<file path="config.mk">
export PLATFORM = sky130hd
export DESIGN_NAME = booth_sequencer
export DESIGN_NICKNAME = d
export VERILOG_FILES = /design/src/rtl/booth_seq_pkg.sv /design/src/rtl/booth_sequencer_decode.sv /design/src/rtl/booth_sequencer.sv
export SDC_FILE = /design/constraint.sdc
export NUM_CORES = 1
export LEC_CHECK = 0
export ABC_AREA = 1
export CORE_AREA = 5 5 42 44
export CTS_BUF_LIST = sky130_fd_sc_hd__clkbuf_16
export CTS_CLUSTER_DIAMETER = 30
export CTS_CLUSTER_SIZE = 14
export DETAILED_ROUTE_END_ITERATION = 8
export DIE_AREA = 0 0 47 49
export PLACE_DENSITY = 0.47
export SLEW_MARGIN = 20
export SYNTH_ARGS = -nofsm -noshare
export SYNTH_HDL_FRONTEND = slang
export SYNTH_SLANG_ARGS = --single-unit
</file>
<file path="constraint.sdc">
create_clock -name clk -period 1.7 [get_ports clk]
set_input_delay 0.17 -clock clk [delete_from_list [all_inputs] [get_ports clk]]
set_output_delay 0.17 -clock clk [all_outputs]
set_load 0.03 [all_outputs]
</file>
<file path="src/rtl/booth_seq_pkg.sv">
// ============================================================================
// Module   : booth_seq_pkg
// Brief    : Shared state encoding and default sizing for the Booth sequencer.
// Revision : 1.0 - initial release
// ============================================================================
`default_nettype none

package booth_seq_pkg;

    localparam int c_DEF_CNT_W = 4;
    localparam int c_DEF_LAST  = 15;

    typedef enum logic [2:0] {
        S_IDLE  = 3'd0,
        S_LOAD  = 3'd1,
        S_TEST  = 3'd2,
        S_SHIFT = 3'd3,
        S_DONE  = 3'd4
    } state_t;

endpackage

`default_nettype wire

</file>
<file path="src/rtl/booth_sequencer_decode.sv">
// ============================================================================
// Module   : booth_decode
// Brief    : Radix-2 Booth recoder: {q0,q_m1} -> add/sub strobes when enabled.
// Revision : 1.0 - initial release
// ============================================================================
`default_nettype none

module booth_decode (
    input  logic i_en,
    input  logic i_q0,
    input  logic i_q_m1,
    output logic o_add,
    output logic o_sub
);

    // 01 marks the end of a run of ones (add), 10 the start of one (subtract)
    assign o_add = i_en & ~i_q0 &  i_q_m1;
    assign o_sub = i_en &  i_q0 & ~i_q_m1;

endmodule

`default_nettype wire

</file>
<file path="src/rtl/booth_sequencer.sv">
// ============================================================================
// Module   : booth_sequencer
// Brief    : Control FSM for a 16-bit radix-2 Booth multiplier with an external
//            iteration counter. Optional abort input under BOOTH_SEQ_ABORT_EN.
// Revision : 1.0 - initial release
// ============================================================================
`default_nettype none

module booth_sequencer
    import booth_seq_pkg::*;
#(
    parameter int CNT_W = c_DEF_CNT_W,
    parameter int LAST  = c_DEF_LAST
) (
    input  logic             clk,
    input  logic             rst_b,
    input  logic             start,
    input  logic [CNT_W-1:0] cnt_in,
    input  logic             q0,
    input  logic             q_m1,
`ifdef BOOTH_SEQ_ABORT_EN
    input  logic             abort,
`endif
    output logic             c_up,
    output logic             cnt_clr,
    output logic             ld_a,
    output logic             ld_q,
    output logic             add,
    output logic             sub,
    output logic             shift,
    output logic             busy,
    output logic             done
);

    localparam logic [CNT_W-1:0] c_LAST_V = CNT_W'(LAST);

    state_t r_state;
    logic   w_abort;
    logic   w_test;

`ifdef BOOTH_SEQ_ABORT_EN
    assign w_abort = abort;
`else
    assign w_abort = 1'b0;
`endif

    always_ff @(posedge clk) begin
        if (!rst_b) begin
            r_state <= S_IDLE;
        end else if (w_abort) begin
            r_state <= S_IDLE;
        end else begin
            case (r_state)
                S_IDLE:  r_state <= start ? S_LOAD : S_IDLE;
                S_LOAD:  r_state <= S_TEST;
                S_TEST:  r_state <= S_SHIFT;
                // cnt_in is the pre-increment value; the counter wraps to 0 on this c_up
                S_SHIFT: r_state <= (cnt_in == c_LAST_V) ? S_DONE : S_TEST;
                S_DONE:  r_state <= S_IDLE;
                default: r_state <= S_IDLE;
            endcase
        end
    end

    // Strobes come purely from the state register; an abort suppresses them
    // in the cycle it is asserted so nothing reaches the datapath or counter.
    always_comb begin
        ld_a    = 1'b0;
        ld_q    = 1'b0;
        cnt_clr = 1'b0;
        shift   = 1'b0;
        c_up    = 1'b0;
        done    = 1'b0;
        busy    = (r_state != S_IDLE);
        if (!w_abort) begin
            case (r_state)
                S_LOAD: begin
                    ld_a    = 1'b1;
                    ld_q    = 1'b1;
                    cnt_clr = 1'b1;
                end
                S_SHIFT: begin
                    shift = 1'b1;
                    c_up  = 1'b1;
                end
                S_DONE:  done = 1'b1;
                default: ;
            endcase
        end
    end

    assign w_test = (r_state == S_TEST) & ~w_abort;

    booth_decode u_decode (
        .i_en   (w_test),
        .i_q0   (q0),
        .i_q_m1 (q_m1),
        .o_add  (add),
        .o_sub  (sub)
    );

endmodule

`default_nettype wire

</file>
Yosys cells after proc, flatten, opt, wreduce, memory -nomap -nowiden. Cells that the tools add are included. W data, S select, Z words.

Bits in registers: 3. Input bits: 9. Output and inout bits: 9.

Eq/ne operators: 5. Mux-type cells: 6. Bitwise operators: 6. Reductions and logical operators: 2.

Operator list (count): $pmux W3 S4 (1); $eq A3 B2 Y1 const B (2); $and A1 B1 Y1 (4); $eq A4 B4 Y1 const B (1); $mux W1 (4); $eq A3 B1 Y1 const B (1); $eq A3 B3 Y1 const B (1); $logic_not A3 Y1 (1); $mux W3 (1); $reduce_bool A3 Y1 (1); $not A1 Y1 (2).

Logic depth before layout (Yosys ltp).
Word-level depth: 3. Gate-level depth with buffers: 5. Mapped depth without buffers: 5.

Cells and area by module. A second synthesis with hierarchy kept.

Cells, all modules: 34. Area, all modules: 198.9 um2.

Modules (own cells, without submodules): booth_sequencer (instances 1, cells an instance 30, area each 183.9 um2); booth_decode (instances 1, cells an instance 4, area each 15.0 um2).

Worst setup path before layout. No wires, ideal clock.

Path type: register to output. Start: register r_state[0]. End: output port ld_a. Data arrival time: 1471 ps. Setup slack: 59 ps. Cell stages (with the launch flop): 4. Path buffers: 1. Cells stage by stage: dfxtp_1 > inv_1 > nor3_1 > buf_4.

Longest elaborated chain between the ends: 2.

Ends and longest elaborated chain: start, declared (line booth_sequencer.sv:37) `state_t r_state;`; start signal, assigned (line booth_sequencer.sv:54) `S_IDLE: r_state <= start ? S_LOAD : S_IDLE;`; start signal, assigned (line booth_sequencer.sv:58) `S_SHIFT: r_state <= (cnt_in == c_LAST_V) ? S_DONE : S_TEST;`; $eq A3 B1 Y1; $mux W1; end, declared (line booth_sequencer.sv:26) `output logic ld_a,`.

No other way between the ends.

Final worst setup path.
Start: register r_state[1]. End: output port busy.

Longest elaborated chain between the ends: 1.

Ends and longest elaborated chain: $reduce_bool A3 Y1 (line booth_sequencer.sv:74) `busy = (r_state != S_IDLE);`; end, declared (line booth_sequencer.sv:31) `output logic busy,`.

No other way between the ends.

==> impl_metrics.toml <==
[status]
status = "completed"

[detailed_routing]
wire_per_inst_um = 8.269
routed_via_density = 3.896
dr_wl_met3_um = 80
wl_met1_um = 198
drc = 0
drtIter0Drc = 1
drtPass1Iterations = 2
route.met2.wl_um = 261
vias = 261
ant_nets = 0
highest_layer = "met4"
routed_wirelength_um = 554

[pwr]
p_leak_nw = 0.2386
comb_power_share_pct = 17.6
pwr-share-seq_pct = 15.1
pwr_density_cell_nw_per_um2 = 1271
p_switching_w = 0.0001267
vdd_drop_max_mv = 0.5087
switching_share_pct = 23.09
clockPowerShare_pct = 67.3
internal-power_w = 0.0004219

[synthesis]
ys_ff_latch = 3
synth_fa_ha_area_share_pct = 0
synthesis.area_um2 = 196.4
synth_cells = 33
synth_cell_types = 9
synth-compound-area-share_pct = 2.548
synth_top_family_by_area = "simple AND/OR/NAND/NOR gates"
yosys_warnings = 0
synth.area.mux_share_pct = 0
syn_avg_cell_area_um2 = 5.953
syn_nets = 42
synth_simple_gate_area_share_pct = 40.13
yosysSeqAreaShare_pct = 30.57
synth-xor-area-share_pct = 0

[timing]
finClkSkew_ns = 0.0001060
tns_ns = 0
fin_crit_ns = 1.584
finalMaxSlewViolations = 0
rsz0062_at_grt = "no"
max_freq_ghz = 0.6314
relSlewSlack_pct = 79.61
tightest_slew_ns = 0.3049
finalHoldViolCount = 0
finalCritPeriodShare_pct = 93.17
finalSetupViolations = 0

[critical_path]
crit_path_end_kind = "output port"
r2r_setup_slack_ns = 0.89
cp.required_ns = 1.53
cp.arrival_ns = 1.41
path_class = "reg -> out"
crit_fanout = 5
cp-start-kind = "flop"

[floorplan]
fp.dieH_um = 49
design.die.area_um2 = 2303
fp-row-count = 14
core_area_um2 = 1401
die_w_um = 47
start_util_pct = 14.02
pin_count = 18

[global_routing]
antenna_found_initial = 0
grt-ovfl-total = 0
grt_pass1_vias = 248
grt_max_degree = 7
grt_usage_pct = 6.122
grt_first_pass_wirelength_um = 910

[cells_and_area]
syn2layout_area_growth_pct = 119.7
diodes = 0
layout-drive-gt1-share_pct = 9.804
largest_reg_flops = 3
regMostFlops = "r_state"
reg.largest.list = "r_state: 3 flops"
nNetsFinal = 61
layout.cells.non_filler = 67

[min_path]
hold_path_class = "in -> reg"

[cts]
clkLatencyLatePin_ns = 0.22
cts_tree = "done"
cts_root_buf = "clkbuf_16"
cts_made_buffers = 3
cts.sinks = 3
clockBufferDepth = 2
post_cts_buffers = 0
htreeDepth = 1
clk_pin_slew_ns = 0.03

[job]
max_cap_viol_count = 0

[place]
dp.cells = 63
place.gp.congestion = 0.6753
dpl.hpwl_um = 458.7
port_buffers = 17
## layout make-up
type,instances,area (um2)
Inverter,8,30.03
Clock inverter,1,3.754
Fill cell,171,969.7
Sequential cell,3,60.06
Timing Repair Buffer,17,158.9
Clock buffer,3,75.07
Tap cell,16,20.02
Multi-Input combinational cell,19,83.83
## cells in the final DEF (no fill, tap or decap)
| master | Yosys | final |
|---|---|---|
| clkdlybuf4s50_1 | 0 | 9 |
| dlygate4sd2_1 | 0 | 7 |
| nor3_1 | 3 | 3 |
| inv_1 | 8 | 9 |
| buf_4 | 3 | 1 |
| clkbuf_16 | 0 | 3 |
| nor2_1 | 4 | 4 |
| a21oi_1 | 1 | 1 |
| dfxtp_1 | 3 | 3 |
| nand2_1 | 6 | 6 |
| nor2_2 | 1 | 1 |
| nand3_1 | 4 | 4 |
## cells in the mapped netlist, drive strengths merged
library cell	n	share of area, %
nand3	4	10
a21oi	1	2.5
buf	3	11
nand2	6	11
inv	8	15
nor3	3	7.6
nor2	5	11
dfxtp	3	31
## power groups by stage
stage | combinational, W | clock, W | sequential, W
2_1_floorplan | 0.0000637 | 0 | 0.0000820
3_3_place_gp | 0.000105 | 0 | 0.0000836
3_5_place_dp | 0.000106 | 0 | 0.0000834
4_1_cts | 0.0000986 | 0.000372 | 0.0000824
5_1_grt | 0.000103 | 0.000386 | 0.0000847
6_report | 0.0000967 | 0.000369 | 0.0000827
## what timing repair did
item,in CTS,in global routing
hold buffers,0,0
setup endpoints to repair,7,0
resized for setup,7,0
## worst max-delay path, cell delays in order, from the launching register on
cell and delay [ns]:
dfxtp_1 0.40, nor2_2 0.08, nand2_1 0.06, clkdlybuf4s50_1 0.66
## stage by stage
step	util, %	setup slack [ns]	hold slack [ns]	instance area, um2	power, W
floorplan	-	0.05852	0.3023	196.4	0.0001457
global placement	25.80	0.07783	0.5444	361.6	0.0001889
detailed placement	25.80	0.06108	0.5444	361.6	0.0001893
CTS	30.80	0.1095	0.5326	431.7	0.0005531
global route	30.80	0.02236	0.5467	431.7	0.0005737
finish	30.80	0.1161	0.5259	431.7	0.0005485
## cell families after synthesis
kind of cell	count (synthesis)
buffers and inverters	11
flip-flops	3
AO/OA/AOI/OAI	1
AND/OR/NAND/NOR	18
## per-layer routing
metal  vias to the layer above  GRT usage (%)
met1                       112          4.605
met2                        14          8.824
met5                         -              0
li1                        133              -
met4                         0          5.530
met3                         2          5.535
## worst paths after layout
check / from / to / cells past startpoint
worst max-delay path: r_state[1] / busy / 3
worst min-delay path: start / r_state[0] / 3
worst max register to register: r_state[2] / r_state[0] / 3
worst min register to register: r_state[0] / r_state[2] / 2
Note: power is estimated with default switching activity, not from simulation.
